File: src/rtl/pipe_ctrl_pred_pkg.sv
// pipe_ctrl_pred_pkg: shared constants for the pipelined control path.
//   - MIPS-style opcode and R-type funct encodings
//   - ALU operation codes (3-bit; zero-extended by users to their own width)
//   - control-word field layouts and widths for the D, E, M and W stages
package pipe_ctrl_pred_pkg;

   localparam int unsigned OP_W       = 6;
   localparam int unsigned FUNCT_W    = 6;
   localparam int unsigned ALU_CODE_W = 3;

   // Opcodes
   localparam logic [OP_W-1:0] OP_RTYPE = 6'h00;
   localparam logic [OP_W-1:0] OP_J     = 6'h02;
   localparam logic [OP_W-1:0] OP_BEQ   = 6'h04;
   localparam logic [OP_W-1:0] OP_BNE   = 6'h05;
   localparam logic [OP_W-1:0] OP_ADDI  = 6'h08;
   localparam logic [OP_W-1:0] OP_ANDI  = 6'h0C;
   localparam logic [OP_W-1:0] OP_ORI   = 6'h0D;
   localparam logic [OP_W-1:0] OP_LW    = 6'h23;
   localparam logic [OP_W-1:0] OP_SW    = 6'h2B;

   // R-type funct codes
   localparam logic [FUNCT_W-1:0] FUNCT_ADD = 6'h20;
   localparam logic [FUNCT_W-1:0] FUNCT_SUB = 6'h22;
   localparam logic [FUNCT_W-1:0] FUNCT_AND = 6'h24;
   localparam logic [FUNCT_W-1:0] FUNCT_OR  = 6'h25;
   localparam logic [FUNCT_W-1:0] FUNCT_SLT = 6'h2A;

   // ALU operation codes
   localparam logic [ALU_CODE_W-1:0] ALU_AND = 3'd0;
   localparam logic [ALU_CODE_W-1:0] ALU_OR  = 3'd1;
   localparam logic [ALU_CODE_W-1:0] ALU_ADD = 3'd2;
   localparam logic [ALU_CODE_W-1:0] ALU_SUB = 3'd6;
   localparam logic [ALU_CODE_W-1:0] ALU_SLT = 3'd7;

   // Single-bit controls produced by decode (alucontrol travels separately
   // because its width is a parameter of the users).
   typedef struct packed {
      logic memtoreg;
      logic memwrite;
      logic alusrc;
      logic regdst;
      logic regwrite;
      logic branch;
      logic bne;
      logic jump;
   } dec_flags_t;

   // D->E register flags (jump is resolved in D and not carried).
   typedef struct packed {
      logic memtoreg;
      logic memwrite;
      logic alusrc;
      logic regdst;
      logic regwrite;
      logic branch;
      logic bne;
      logic predict_taken;
   } e_flags_t;

   // E->M register: only what memory and writeback still need.
   typedef struct packed {
      logic memtoreg;
      logic memwrite;
      logic regwrite;
   } m_flags_t;

   // M->W register.
   typedef struct packed {
      logic memtoreg;
      logic regwrite;
   } w_flags_t;

   localparam int unsigned DEC_FLAGS_W = $bits(dec_flags_t);
   localparam int unsigned E_FLAGS_W   = $bits(e_flags_t);
   localparam int unsigned M_FLAGS_W   = $bits(m_flags_t);
   localparam int unsigned W_FLAGS_W   = $bits(w_flags_t);

endpackage

File: src/rtl/pipe_ctrl_pred_ctrl_decode.sv
// ctrl_decode: combinational opcode/funct -> control word decoder.
//   op_i          decode-stage opcode
//   funct_i       decode-stage funct field (used for R-type only)
//   flags_o       single-bit controls (memtoreg, memwrite, alusrc, regdst,
//                 regwrite, branch, bne, jump)
//   alucontrol_o  ALU operation, zero-extended to ALUCTRL_W
// Any unrecognised opcode/funct (and the extended ops when EXT_OPS=0)
// produces an all-zero control word.
module ctrl_decode
   import pipe_ctrl_pred_pkg::*;
#(
   parameter int unsigned ALUCTRL_W = 3,
   parameter int unsigned EXT_OPS   = 1
) (
   input  logic [OP_W-1:0]      op_i,
   input  logic [FUNCT_W-1:0]   funct_i,
   output dec_flags_t           flags_o,
   output logic [ALUCTRL_W-1:0] alucontrol_o
);

   logic [ALU_CODE_W-1:0] alu_code;
   logic                  r_legal;

   // R-type funct decode
   always_comb begin
      r_legal  = 1'b1;
      alu_code = ALU_AND;
      case (funct_i)
         FUNCT_ADD: alu_code = ALU_ADD;
         FUNCT_SUB: alu_code = ALU_SUB;
         FUNCT_AND: alu_code = ALU_AND;
         FUNCT_OR:  alu_code = ALU_OR;
         FUNCT_SLT: alu_code = ALU_SLT;
         default:   r_legal  = 1'b0;
      endcase
   end

   logic [ALU_CODE_W-1:0] alu_sel;

   always_comb begin
      flags_o = '0;
      alu_sel = '0;
      case (op_i)
         OP_RTYPE: begin
            if (r_legal) begin
               flags_o.regwrite = 1'b1;
               flags_o.regdst   = 1'b1;
               alu_sel          = alu_code;
            end
         end
         OP_LW: begin
            flags_o.memtoreg = 1'b1;
            flags_o.alusrc   = 1'b1;
            flags_o.regwrite = 1'b1;
            alu_sel          = ALU_ADD;
         end
         OP_SW: begin
            flags_o.memwrite = 1'b1;
            flags_o.alusrc   = 1'b1;
            alu_sel          = ALU_ADD;
         end
         OP_BEQ: begin
            flags_o.branch = 1'b1;
            alu_sel        = ALU_SUB;
         end
         OP_J: begin
            flags_o.jump = 1'b1;
         end
         OP_ADDI: begin
            if (EXT_OPS != 0) begin
               flags_o.alusrc   = 1'b1;
               flags_o.regwrite = 1'b1;
               alu_sel          = ALU_ADD;
            end
         end
         OP_ANDI: begin
            if (EXT_OPS != 0) begin
               flags_o.alusrc   = 1'b1;
               flags_o.regwrite = 1'b1;
               alu_sel          = ALU_AND;
            end
         end
         OP_ORI: begin
            if (EXT_OPS != 0) begin
               flags_o.alusrc   = 1'b1;
               flags_o.regwrite = 1'b1;
               alu_sel          = ALU_OR;
            end
         end
         OP_BNE: begin
            if (EXT_OPS != 0) begin
               flags_o.branch = 1'b1;
               flags_o.bne    = 1'b1;
               alu_sel        = ALU_SUB;
            end
         end
         default: ;
      endcase
   end

   // ALUCTRL_W is expected to be at least ALU_CODE_W; wider fields are zero-filled.
   assign alucontrol_o = ALUCTRL_W'(alu_sel);

endmodule

File: src/rtl/pipe_ctrl_pred.sv
// pipe_ctrl_pred: pipelined control path with static branch prediction
// feedback and branch/mispredict statistics.
//   clk, rst                 clock, async active-high reset
//   opD, functD              decode-stage instruction fields
//   predict_takenD           predictor guess for the D instruction
//   zeroE                    ALU zero flag of the E instruction
//   stallE/stallM            hold E / M registers (stallM also holds E)
//   flushE/flushM            bubble E / M registers (beats stall)
//   cnt_clr                  synchronous clear of both counters
//   branchD..pred_redirectD  combinational D-stage decode results
//   *E, *M, *W               registered per-stage controls
//   mispredictE              branch in E resolved opposite to its prediction
//   actual_takenE            resolved branch direction in E
//   branch_cnt/mispredict_cnt  saturating statistics counters
module pipe_ctrl_pred
   import pipe_ctrl_pred_pkg::*;
#(
   parameter int unsigned ALUCTRL_W = 3,
   parameter int unsigned CNT_W     = 16,
   parameter int unsigned EXT_OPS   = 1
) (
   input  logic                 clk,
   input  logic                 rst,
   input  logic [OP_W-1:0]      opD,
   input  logic [FUNCT_W-1:0]   functD,
   input  logic                 predict_takenD,
   input  logic                 zeroE,
   input  logic                 stallE,
   input  logic                 stallM,
   input  logic                 flushE,
   input  logic                 flushM,
   input  logic                 cnt_clr,
   output logic                 branchD,
   output logic                 bneD,
   output logic                 jumpD,
   output logic                 pred_redirectD,
   output logic                 memtoregE,
   output logic                 alusrcE,
   output logic                 regdstE,
   output logic                 regwriteE,
   output logic [ALUCTRL_W-1:0] alucontrolE,
   output logic                 mispredictE,
   output logic                 actual_takenE,
   output logic                 memtoregM,
   output logic                 memwriteM,
   output logic                 regwriteM,
   output logic                 memtoregW,
   output logic                 regwriteW,
   output logic [CNT_W-1:0]     branch_cnt,
   output logic [CNT_W-1:0]     mispredict_cnt
);

   localparam logic [CNT_W-1:0] CNT_MAX = {CNT_W{1'b1}};

   dec_flags_t           dec_flags;
   logic [ALUCTRL_W-1:0] dec_alu;

   ctrl_decode #(
      .ALUCTRL_W (ALUCTRL_W),
      .EXT_OPS   (EXT_OPS)
   ) u_ctrl_decode (
      .op_i         (opD),
      .funct_i      (functD),
      .flags_o      (dec_flags),
      .alucontrol_o (dec_alu)
   );

   e_flags_t             e_q, e_d;
   logic [ALUCTRL_W-1:0] alu_e_q, alu_e_d;
   m_flags_t             m_q, m_d;
   w_flags_t             w_q, w_d;
   logic [CNT_W-1:0]     branch_cnt_q, branch_cnt_d;
   logic [CNT_W-1:0]     mispredict_cnt_q, mispredict_cnt_d;

   logic hold_e;
   logic actual_taken;
   logic mispredict;

   // A stalled M would otherwise be overwritten by E, so E must hold too.
   assign hold_e = stallE | stallM;

   assign actual_taken = (e_q.bne ? ~zeroE : zeroE) & e_q.branch;
   assign mispredict   = e_q.branch & (actual_taken != e_q.predict_taken);

   always_comb begin
      e_d     = e_q;
      alu_e_d = alu_e_q;
      if (flushE) begin
         e_d     = '0;
         alu_e_d = '0;
      end else if (!hold_e) begin
         e_d.memtoreg      = dec_flags.memtoreg;
         e_d.memwrite      = dec_flags.memwrite;
         e_d.alusrc        = dec_flags.alusrc;
         e_d.regdst        = dec_flags.regdst;
         e_d.regwrite      = dec_flags.regwrite;
         e_d.branch        = dec_flags.branch;
         e_d.bne           = dec_flags.bne;
         e_d.predict_taken = predict_takenD;
         alu_e_d           = dec_alu;
      end
   end

   always_comb begin
      m_d = m_q;
      if (flushM) begin
         m_d = '0;
      end else if (stallM) begin
         m_d = m_q;
      end else if (stallE) begin
         // E is holding its instruction; passing it on too would duplicate it.
         m_d = '0;
      end else begin
         m_d.memtoreg = e_q.memtoreg;
         m_d.memwrite = e_q.memwrite;
         m_d.regwrite = e_q.regwrite;
      end
   end

   always_comb begin
      w_d.memtoreg = m_q.memtoreg;
      w_d.regwrite = m_q.regwrite;
   end

   always_comb begin
      branch_cnt_d     = branch_cnt_q;
      mispredict_cnt_d = mispredict_cnt_q;
      if (cnt_clr) begin
         branch_cnt_d     = '0;
         mispredict_cnt_d = '0;
      end else if (!stallE) begin
         if (e_q.branch && (branch_cnt_q != CNT_MAX)) begin
            branch_cnt_d = branch_cnt_q + CNT_W'(1);
         end
         if (mispredict && (mispredict_cnt_q != CNT_MAX)) begin
            mispredict_cnt_d = mispredict_cnt_q + CNT_W'(1);
         end
      end
   end

   always_ff @(posedge clk or posedge rst) begin
      if (rst) begin
         e_q              <= '0;
         alu_e_q          <= '0;
         m_q              <= '0;
         w_q              <= '0;
         branch_cnt_q     <= '0;
         mispredict_cnt_q <= '0;
      end else begin
         e_q              <= e_d;
         alu_e_q          <= alu_e_d;
         m_q              <= m_d;
         w_q              <= w_d;
         branch_cnt_q     <= branch_cnt_d;
         mispredict_cnt_q <= mispredict_cnt_d;
      end
   end

   assign branchD        = dec_flags.branch;
   assign bneD           = dec_flags.bne;
   assign jumpD          = dec_flags.jump;
   assign pred_redirectD = dec_flags.branch & predict_takenD;

   assign memtoregE     = e_q.memtoreg;
   assign alusrcE       = e_q.alusrc;
   assign regdstE       = e_q.regdst;
   assign regwriteE     = e_q.regwrite;
   assign alucontrolE   = alu_e_q;
   assign mispredictE   = mispredict;
   assign actual_takenE = actual_taken;

   assign memtoregM = m_q.memtoreg;
   assign memwriteM = m_q.memwrite;
   assign regwriteM = m_q.regwrite;

   assign memtoregW = w_q.memtoreg;
   assign regwriteW = w_q.regwrite;

   assign branch_cnt     = branch_cnt_q;
   assign mispredict_cnt = mispredict_cnt_q;

endmodule

File: config.mk
export PLATFORM = sky130hd
export DESIGN_NAME = pipe_ctrl_pred
export DESIGN_NICKNAME = d
export VERILOG_FILES = /design/src/rtl/pipe_ctrl_pred_pkg.sv /design/src/rtl/pipe_ctrl_pred_ctrl_decode.sv /design/src/rtl/pipe_ctrl_pred.sv
export SDC_FILE = /design/constraint.sdc
export NUM_CORES = 1
export LEC_CHECK = 0
export BUFFER_PORTS_ARGS = -buffer_cell sky130_fd_sc_hd__buf_2
export CAP_MARGIN = 20
export CORE_ASPECT_RATIO = 0.75
export CORE_UTILIZATION = 48
export CTS_CLUSTER_SIZE = 14
export DETAILED_ROUTE_END_ITERATION = 6
export MAX_ROUTING_LAYER = met4
export PLACE_DENSITY = 0.83
export SLEW_MARGIN = 40
export SYNTH_ARGS = -nofsm -noshare
export SYNTH_HDL_FRONTEND = slang
export SYNTH_SLANG_ARGS = --single-unit
File: constraint.sdc
create_clock -name clk -period 1.87 [get_ports clk]
set_clock_uncertainty 0.05 [all_clocks]
set_input_delay 0.0935 -clock clk [delete_from_list [all_inputs] [get_ports clk]]
set_output_delay 0.0935 -clock clk [all_outputs]
set_load 0.05 [all_outputs]
==> metrics.yaml, run 1 <==
grt:
  grt_pass1_vias: 2445
  grt_pass1_wl_mm: 12.0
  grt_max_degree: 37
  gr-usage-all-layers: 0.254
  antenna_found_initial: 0
  overflow: 0
routing:
  drt_iter0_markers: 165
  drt_drc_violations_left: 0
  wl_mm: 7.66
  wl_per_cell_um: 16.3
  vias: 2774
  first_pass_iters: 4
  vias_per_cell: 5.89
  ant_nets: 0
min_path:
  hold_class: "input pin to register"
  worstHoldPathCells: 2
floorplan:
  core_region_area_um2: 5500
  initial_core_util: 0.510
  io_pins: 71
  design.die.area_um2: 6160
  rows: 23
  die_h_um: 68.2
  die_w_um: 90.3
clock_network:
  clock-sinks: 48
  cts_buffers: 5
  clkTransAtPathRegs_ns: 0.09
  cts_tree: "yes"
  cts_buffer_depth: 2
  htree_levels: 2
  cts-root-buf: "clkbuf_8"
  worstSkewPairLatency_ns: 0.31
worst_setup_path:
  slowest_stage: "or4_1"
  critPathRequiredTime_ns: 2.05
  critical_path_arrival_ns: 2.07
  path_cells: "xor3_2, buf_6, nand2_2, or4_1, a21oi_2"
  crit_path_start_kind: "register"
  max_stage_delay_ns: 0.55
  critPathKind: "register to register"
  end_kind: "register"
  reg2reg_depth: 5
  crit_fanout: 6
  reg2reg_slack_ns: -0.03
final_layout:
  diodes: 0
  area_growth_pct: 34.7
  fin_cells: 471
  nNetsFinal: 418
  utilization: 0.688
  drive_gt1_frac: 0.470
synthesis:
  ys_top_cells_by_area: "dfrtp_1 (43%), a21oi_1 (4.8%), mux2_2 (4.8%)"
  synthArstFlopShare: 1.00
  syn_area_um2: 2810
  synth_nets: 323
  synth_edf_count: 0
  ys_types: 51
  synth_most_common_cell: "dfrtp_1"
  avgSynthCellArea_um2: 9.35
  synth_ff_type: "dfrtp_1"
  synth-seq-cells: 48
  ys_seq_area_frac: 0.428
  synth_warnings: 0
  postSynthCellCount: 300
  synthTopCellsByCount: "dfrtp_1 (48), a21oi_1 (27), nand2_1 (23)"
  synth_top_area_share: 0.428
  synth.largest_area_cell: "dfrtp_1"
power:
  ir_worst_vdd_mv: 0.318
  p_leak_nw: 1.68
  p_per_area_nw_per_um2: 545
timing:
  rsz0062_at_grt: "true"
  worst_pin_slew_ns: 0.690
  finalWorstSetupSlack_ns: -0.0256
  fin_crit_sh: 1.01
  finalHoldViolCount: 0
  finalHoldWorstSlack_ns: 0.0247
  setup_violations: 1
  fmax_mhz: 528
  min_period_ns: 1.90
  slew_viol_final: 0
  max-slew-margin-rel: 0.540
placement:
  dpl.hpwl_mm: 5.21
  dpl.cell_count: 456
  place_congestion: 0.869
  port_buffers: 70
flow_run:
  drv_cap: 0
outcome:
  violations: "setup timing"
  outcome: "finished with violations"
-- flip-flops by register name, indices dropped and copies added (netlist names) --
signal          cells
regwriteE           1
regwriteM           1
alusrcE             1
regwriteW           1
mispredict_cnt     16
e_q                 4
memtoregW           1
memtoregM           1
memwriteM           1
regdstE             1
memtoregE           1
branch_cnt         16
alucontrolE         3
-- area by class of cell --
| type | count | area, um2 |
|---|---|---|
| Timing Repair Buffer | 105 | 648 |
| Sequential cell | 48 | 1230 |
| Multi-Input combinational cell | 231 | 1660 |
| Inverter | 4 | 15.0 |
| Tap cell | 75 | 93.8 |
| Clock buffer | 7 | 96.3 |
| Clock inverter | 1 | 30.0 |
| Fill cell | 445 | 1720 |
-- power breakdown --
group / internal [W] / switching, W / total [W]
registers: 0.00104 / 0.00000268 / 0.00104
logic: 0.0000586 / 0.000117 / 0.000175
clock network: 0.000473 / 0.000367 / 0.000840
-- timing repair --
| action | in CTS | in global routing |
|---|---|---|
| hold buffers | 3 | 0 |
| pin swaps | 6 | 5 |
| setup endpoints to repair | 4 | 14 |
| endpoints found under the hold margin | 26 | 0 |
| setup buffers | 1 | 3 |
| resized for setup | 14 | 9 |
-- layer usage --
metal / vias to the layer above / GRT usage / routed length [um]
li1: 1326 / - / -
met1: 1334 / 0.338 / 3550
met2: 108 / 0.413 / 3690
met3: 6 / 0.0411 / 369
met4: 0 / 0.0585 / 41
met5: - / - / 0
-- layout by cell type (no fill, tap or decap), types with 4 or more instances in the layout --
cell type / netlist / routed
mux2_4: 0 / 5
o31ai_1: 15 / 15
clkbuf_8: 0 / 7
o21ai_0: 9 / 9
nor3_1: 10 / 4
nand2_1: 23 / 22
nor2b_1: 14 / 14
nor3_2: 0 / 5
or4_4: 0 / 4
nand3_1: 20 / 18
mux2_2: 12 / 7
nand4_1: 8 / 8
or4_1: 16 / 12
or3_1: 4 / 4
a21oi_2: 0 / 4
buf_2: 2 / 70
dfrtp_2: 0 / 26
buf_6: 3 / 4
and4_1: 5 / 4
nor2_1: 21 / 21
buf_4: 1 / 27
a21oi_1: 27 / 23
and2_1: 4 / 4
dfrtp_1: 48 / 22
-- logic make-up (layout without fill, tap and decap cells) --
logic type	Yosys count	after routing	share of synthesized area
buf+inv	21	117	0.0433
mux	12	12	0.0482
compound gates	61	61	0.133
xor+xnor	2	2	0.0120
fa+ha+maj	2	2	0.00892
flops	48	48	0.428
simple gates	154	154	0.326
-- stage by stage --
step / setup TNS [ns] / power, W / cell area (um2) / worst slack, ns
after floorplan: -0.214 / 0.00116 / 2940 / -0.0798
after global placement: 0 / 0.00122 / 3490 / 0.0369
after detailed placement: -0.0687 / 0.00123 / 3490 / -0.0452
after CTS: -0.0189 / 0.00207 / 3720 / -0.00861
after global routing: -0.249 / 0.00213 / 3780 / -0.0354
final: -0.0256 / 0.00206 / 3780 / -0.0256
-- worst paths after layout --
check	from	to
max	e_q[1]	mispredict_cnt[4]
min	flushE	e_q[1]
max reg2reg	e_q[1]	mispredict_cnt[4]
min reg2reg	memtoregM	memtoregW
max in group asynchronous	rst	branch_cnt[8]
min in group asynchronous	rst	mispredict_cnt[9]
-- worst max-delay path, delay by kind of cell, from the launching register on --
kind	cells	cell delay (ns)
simple gates	2	0.65
buf+inv	1	0.14
xor+xnor	1	0.46
compound gates	1	0.14
flops	1	0.39
Note: power is estimated with default switching activity, not from simulation.
==> run 2, diff against run 1 <==
- RECOVER_POWER: not set -> 25
==> run 2 against run 1 <==
Against the previous run:
- the run still ends with setup timing left
- first-iteration DRC count stayed put
- worst hold slack lost 0.0020 ns
- die area unchanged
- global-route usage stayed put
- sequential power is essentially flat
- fmax about the same
- core utilization fell by 0.25 points
- power is 0.26% lower
- critical endpoint unchanged
==> metrics.yaml, run 2 (synthesis gave the netlist of run 1 again) <==
worst_setup_path:
  crit_fanout: 6  # unchanged
  slowest_stage: "or4_1"
  critPathKind: "register to register"
  end_kind: "register"
  path_cells: "xor3_2, buf_6, nand2_2, or4_1, a21oi_2"
  crit_path_start_kind: "register"
  max_stage_delay_ns: 0.55  # about the same
  critPathRequiredTime_ns: 2.05  # about the same
  critical_path_arrival_ns: 2.08  # about the same
flow_run:
  drv_cap: 0  # unchanged
routing:
  vias: 2760  # -0.50%
  first_pass_iters: 4  # unchanged
  drt_iter0_markers: 165  # unchanged
  vias_per_cell: 5.86  # -0.50%
  drt_drc_violations_left: 0  # unchanged
  ant_nets: 0  # unchanged
  wl_per_cell_um: 16.1  # -0.93%
  wl_mm: 7.59  # -0.93%
placement:
  dp_slack_ns: -0.0452  # unchanged
  place_congestion: 0.869  # unchanged
  dpl.hpwl_mm: 5.21  # unchanged
  port_buffers: 70  # unchanged
clock_network:
  clkTransAtPathRegs_ns: 0.09  # about the same
  clock-sinks: 48  # unchanged
  worstSkewPairLatency_ns: 0.31  # about the same
  cts_buffers: 5  # unchanged
  cts_tree: "yes"
  cts-root-buf: "clkbuf_8"
  htree_levels: 2  # unchanged
  cts_buffer_depth: 2  # unchanged
floorplan:
  die_w_um: 90.3  # unchanged
  core_region_area_um2: 5500  # unchanged
  design.die.area_um2: 6160  # unchanged
  io_pins: 71  # unchanged
  initial_core_util: 0.510  # unchanged
  rows: 23  # unchanged
  die_h_um: 68.2  # unchanged
outcome:
  outcome: "finished with violations"
  violations: "setup timing"
timing:
  slew_viol_final: 0  # unchanged
  fin_crit_sh: 1.01  # about the same
  worst_pin_slew_ns: 0.895  # +0.205 ns
  max-slew-margin-rel: 0.403  # -0.137
  rsz0062_at_grt: "true"
  min_period_ns: 1.90  # +0.00115 ns
  setup_violations: 1  # unchanged
  finalWorstSetupSlack_ns: -0.0267  # -0.00115 ns
  fmax_mhz: 527  # about the same
  finalHoldViolCount: 0  # unchanged
  finalHoldWorstSlack_ns: 0.0227  # -0.00200 ns
power:
  sw_frac_of_total: 0.236  # -0.000312
  p_per_area_nw_per_um2: 545  # +0.10%
  intPower_w: 0.00157  # -0.22%
  ir_worst_vdd_mv: 0.319  # +0.38%
  p_clk_frac: 0.408  # about the same
  power_switching_w: 0.000484  # -0.39%
  p_leak_nw: 1.67  # -0.39%
  p_comb_frac: 0.083  # -0.002
  total_power_w: 0.00205  # -0.26%
  p_seq_frac: 0.508  # about the same
final_layout:
  final_common_cell: "buf_2"
  most-common-layout-cells: "buf_2 (69), buf_4 (27), dfrtp_2 (26), a21oi_1 (23)"
  utilization: 0.685  # -0.00250
  area_growth_pct: 34.3
  drive_gt1_frac: 0.465  # -0.00505
  nNetsFinal: 418  # unchanged
  nFillCells: 448  # +0.67%
  diodes: 0  # unchanged
grt:
  gr-usage-all-layers: 0.254  # unchanged
  grt_max_degree: 37  # unchanged
  grt_pass1_vias: 2445  # unchanged
  grt_pass1_wl_mm: 12.0  # unchanged
  overflow: 0  # unchanged
  antenna_found_initial: 0  # unchanged
min_path:
  hold_class: "input pin to register"
==> run 2: changes by cell type in the layout (fill, tap and decap cells not counted) <==
cell      previous run  this run
buf_12               1         0
buf_2               70        69
clkbuf_1             0         1
clkbuf_4             0         1
inv_1                3         4
inv_2                1         0
==> run 2: critical path, delay by kind of cell (launching register included) <==
| family | cells | cell delay, ns |
|---|---|---|
| xor gates and xnor gates | 1 | 0.46 |
| buffers and inverters | 1 | 0.14 |
| AOI/OAI and AO/OA | 1 | 0.14 |
| and+or+nand+nor | 2 | 0.65 |
| DFF | 1 | 0.39 |
==> run 2: metrics by stage <==
stage / instance area, um2 / cells / setup TNS [ns]
global placement: 3490 / 456 / 0
global route: 3770 / 471 / -0.249
detailed placement: 3490 / 456 / -0.0687
floorplan: 2940 / 300 / -0.214
finish: 3770 / 471 / -0.0267
CTS: 3720 / 468 / -0.0189
==> run 2: worst paths after layout <==
check,startpoint,endpoint,slack (ns),cells past startpoint
min reg2reg,memtoregM,memtoregW,0.38,0
max in group asynchronous,rst,branch_cnt[8],0.30,4
max reg2reg,e_q[1],mispredict_cnt[4],-0.03,5
max,e_q[1],mispredict_cnt[4],-0.03,5
min in group asynchronous,rst,mispredict_cnt[9],0.47,3
min,flushE,e_q[0],0.02,2
==> run 2: cell type report <==
class | count | area [um2] | area share
Clock inverter | 1 | 30.0 | 0.00797
Inverter | 4 | 15.0 | 0.00399
Sequential cell | 48 | 1230 | 0.328
Timing Repair Buffer | 105 | 634 | 0.168
Tap cell | 75 | 93.8 | 0.0249
Clock buffer | 7 | 96.3 | 0.0256
Multi-Input combinational cell | 231 | 1660 | 0.442
==> run 2: repair_timing <==
| action | CTS | global route |
|---|---|---|
| hold endpoints to repair | 26 | 0 |
| setup endpoints to repair | 4 | 14 |
| hold buffers | 3 | 0 |
| pin swaps | 6 | 5 |
| resized for setup | 14 | 9 |
| setup buffers | 1 | 3 |
==> run 2: power by group through the flow <==
stage	clock, W	combinational, W	sequential [W]
global placement	0	0.000157	0.00106
finish	0.000838	0.000171	0.00104
floorplan	0	0.0000846	0.00108
detailed placement	0	0.000163	0.00106
global route	0.000897	0.000188	0.00104
CTS	0.000848	0.000175	0.00104
==> run 2: layer usage <==
| metal | routed length, um | GRT usage | vias up |
|---|---|---|---|
| met3 | 368 | 0.0411 | 5 |
| met1 | 3490 | 0.338 | 1334 |
| li1 | - | - | 1324 |
| met5 | 0 | - | - |
| met2 | 3690 | 0.413 | 97 |
| met4 | 39 | 0.0585 | 0 |
==> run 3, diff against run 2 <==
- ABC_CLOCK_PERIOD_IN_PS: not set -> 1870
- REMOVE_ABC_BUFFERS: not set -> 1
==> run 3 against run 2 <==
Against the previous run:
- the run still ends with setup timing left
- routed wire length rose by 2.2%
- sequential share of layout area fell by 0.20 points
- core utilization fell by 0.98 points
- cell count rose by 2.5%
- worst hold slack got worse by 0.019 ns
- first-iteration DRC count rose by 41%
- die area did not move
- sequential cell count did not move
- via count rose by 4.7%
- worst setup slack improved by 0.019 ns
==> metrics.yaml, run 3 (synthesis gave the netlist of run 1 again) <==
outcome:
  outcome: "finished with violations"
  violations: "setup timing"
clock_network:
  clkTransAtPathRegs_ns: 0.09  # about the same
  cts_buffers: 5  # unchanged
  htree_levels: 2  # unchanged
  cts_tree: "yes"
  cts-root-buf: "clkbuf_8"
  clock-sinks: 48  # unchanged
  worstSkewPairLatency_ns: 0.30  # about the same
  cts_buffer_depth: 2  # unchanged
grt:
  grt_util_met3: 0.0422  # +0.00111
  use_met1: 0.308  # -0.0306
  gr-usage-all-layers: 0.244  # -0.00906
  grt_pass1_vias: 2523  # +3.2%
  antenna_found_initial: 0  # unchanged
  grt_pass1_wl_mm: 11.6  # -3.6%
  grt_max_degree: 41  # +11%
  overflow: 0  # unchanged
  grt_busiest_layer: "met2"
  use_met2: 0.415  # +0.00191
final_layout:
  nFillCells: 426  # -4.9%
  utilization: 0.675  # -0.00979
  nNetsFinal: 430  # +2.9%
  most-common-layout-cells: "buf_2 (67), dfrtp_1 (42), buf_4 (41), a21oi_1 (25), nand2_1 (23)"
  area_growth_pct: 32.3
  diodes: 0  # unchanged
  drive_gt1_frac: 0.395  # -0.0700
  final_common_cell: "buf_2"
routing:
  ant_nets: 0  # unchanged
  vias_per_cell: 5.98  # +2.1%
  drt_iter0_markers: 232  # +41%
  first_pass_iters: 4  # unchanged
  wl_mm: 7.75  # +2.2%
  vias: 2889  # +4.7%
  wl_per_cell_um: 16.0  # -0.35%
  drt_drc_violations_left: 0  # unchanged
worst_setup_path:
  reg2reg_depth: 4  # -1
  critical_path_arrival_ns: 2.05  # -0.03 ns
  crit_path_start_kind: "register"
  end_kind: "register"
  reg2reg_slack_ns: -0.008  # +0.02 ns
  critPathRequiredTime_ns: 2.04  # about the same
  crit_fanout: 6  # unchanged
  rr_startpoint: "e_q[0]"
  reg2reg_to: "mispredict_cnt[12]"
  critPathKind: "register to register"
min_path:
  holdPathEnd: "e_q[2]"
  hold_class: "input pin to register"
  hold_start: "flushE"
  worstHoldPathCells: 2  # unchanged
timing:
  slew_viol_final: 0  # unchanged
  max-slew-margin-rel: 0.365  # -0.0379
  finalHoldWorstSlack_ns: 0.00333  # -0.0193 ns
  fmax_mhz: 533  # +1.0%
  setup_violations: 1  # unchanged
  finalHoldViolCount: 0  # unchanged
  worst_pin_slew_ns: 0.951  # +0.0568 ns
  fin_crit_sh: 1.00  # -0.0102
  finalWorstSetupSlack_ns: -0.00763  # +0.0191 ns
  rsz0062_at_grt: "true"
  tns_ns: -0.00763  # +0.0191 ns
  min_period_ns: 1.88  # -0.0191 ns
power:
  ir_worst_vdd_mv: 0.352  # +10%
  p_per_area_nw_per_um2: 543  # -0.32%
  p_leak_nw: 1.73  # +3.3%
floorplan:
  rows: 23  # unchanged
  die_h_um: 68.2  # unchanged
  initial_core_util: 0.510  # unchanged
  die_w_um: 90.3  # unchanged
  io_pins: 71  # unchanged
  design.die.area_um2: 6160  # unchanged
  core_region_area_um2: 5500  # unchanged
placement:
  dpl.hpwl_mm: 5.17  # -0.84%
  dp_slack_ns: -0.0399  # +0.00535 ns
  port_buffers: 70  # unchanged
  place_congestion: 0.908  # +4.5%
flow_run:
  drv_cap: 0  # unchanged
==> run 3: cell count changes in the layout (fill, tap and decap cells not counted), moves of 3 or more <==
cell / delta
nor4b_2: -3
buf_4: +14
nor3_1: +6
mux2_2: +5
dfrtp_2: -20
dfrtp_1: +20
nor3_2: -5
mux2_4: -5
buf_6: -3
==> run 3: worst max-delay path, stage by stage, from the launching register on <==
cell and delay [ns]:
dfrtp_1 0.39, xor3_2 0.48, nand4_2 0.22, or4_1 0.51, a21oi_1 0.15
==> run 3: what timing repair did <==
action / CTS / global route
endpoints found under the setup margin: 6 / 16
cloned: 0 / 2
pin swaps: 0 / 6
gates resized for setup: 2 / 20
hold endpoints to repair: 27 / 0
hold buffers: 3 / 0
buffers inserted: 0 / 12
==> run 3: area by class of cell <==
type / instances / area [um2] / share of cell area
multi-input cells: 233 / 1580 / 0.425
clock buffers: 6 / 82.6 / 0.0222
inverters: 4 / 15.0 / 0.00404
clock inverters: 2 / 38.8 / 0.0104
well taps: 75 / 93.8 / 0.0253
repair buffers: 115 / 696 / 0.187
flip-flops and latches: 48 / 1210 / 0.326
==> run 3: layer usage <==
| metal | wire [um] | part of all wire |
|---|---|---|
| met5 | 0 | 0 |
| met4 | 87 | 0.011 |
| met3 | 476 | 0.061 |
| met2 | 3810 | 0.49 |
| met1 | 3380 | 0.44 |
==> run 3: metrics by stage <==
step	instances	total power [W]	instance area (um2)
after floorplan	283	0.00114	2700
after global placement	458	0.00121	3370
after detailed placement	458	0.00122	3370
after CTS	469	0.00202	3530
after global routing	483	0.00208	3710
final	483	0.00202	3710
==> run 3: how the worst max path moves through the flow <==
stage	from	end	depth (start not counted)
detailed placement	e_q[1]	mispredict_cnt[15]	4
CTS	branch_cnt[2]	branch_cnt[13]	5
global route	e_q[0]	mispredict_cnt[14]	4
finish	e_q[0]	mispredict_cnt[12]	4
global placement	e_q[1]	mispredict_cnt[15]	4
floorplan	branch_cnt[0]	branch_cnt[15]	5
==> run 3: power by group <==
group | switching, W | internal (W) | leakage [nW]
Combinational | 0.000108 | 0.0000522 | 1.01
Clock | 0.000375 | 0.000438 | 0.0614
Sequential | 0.00000270 | 0.00104 | 0.659
Total | 0.000486 | 0.00153 | 1.73
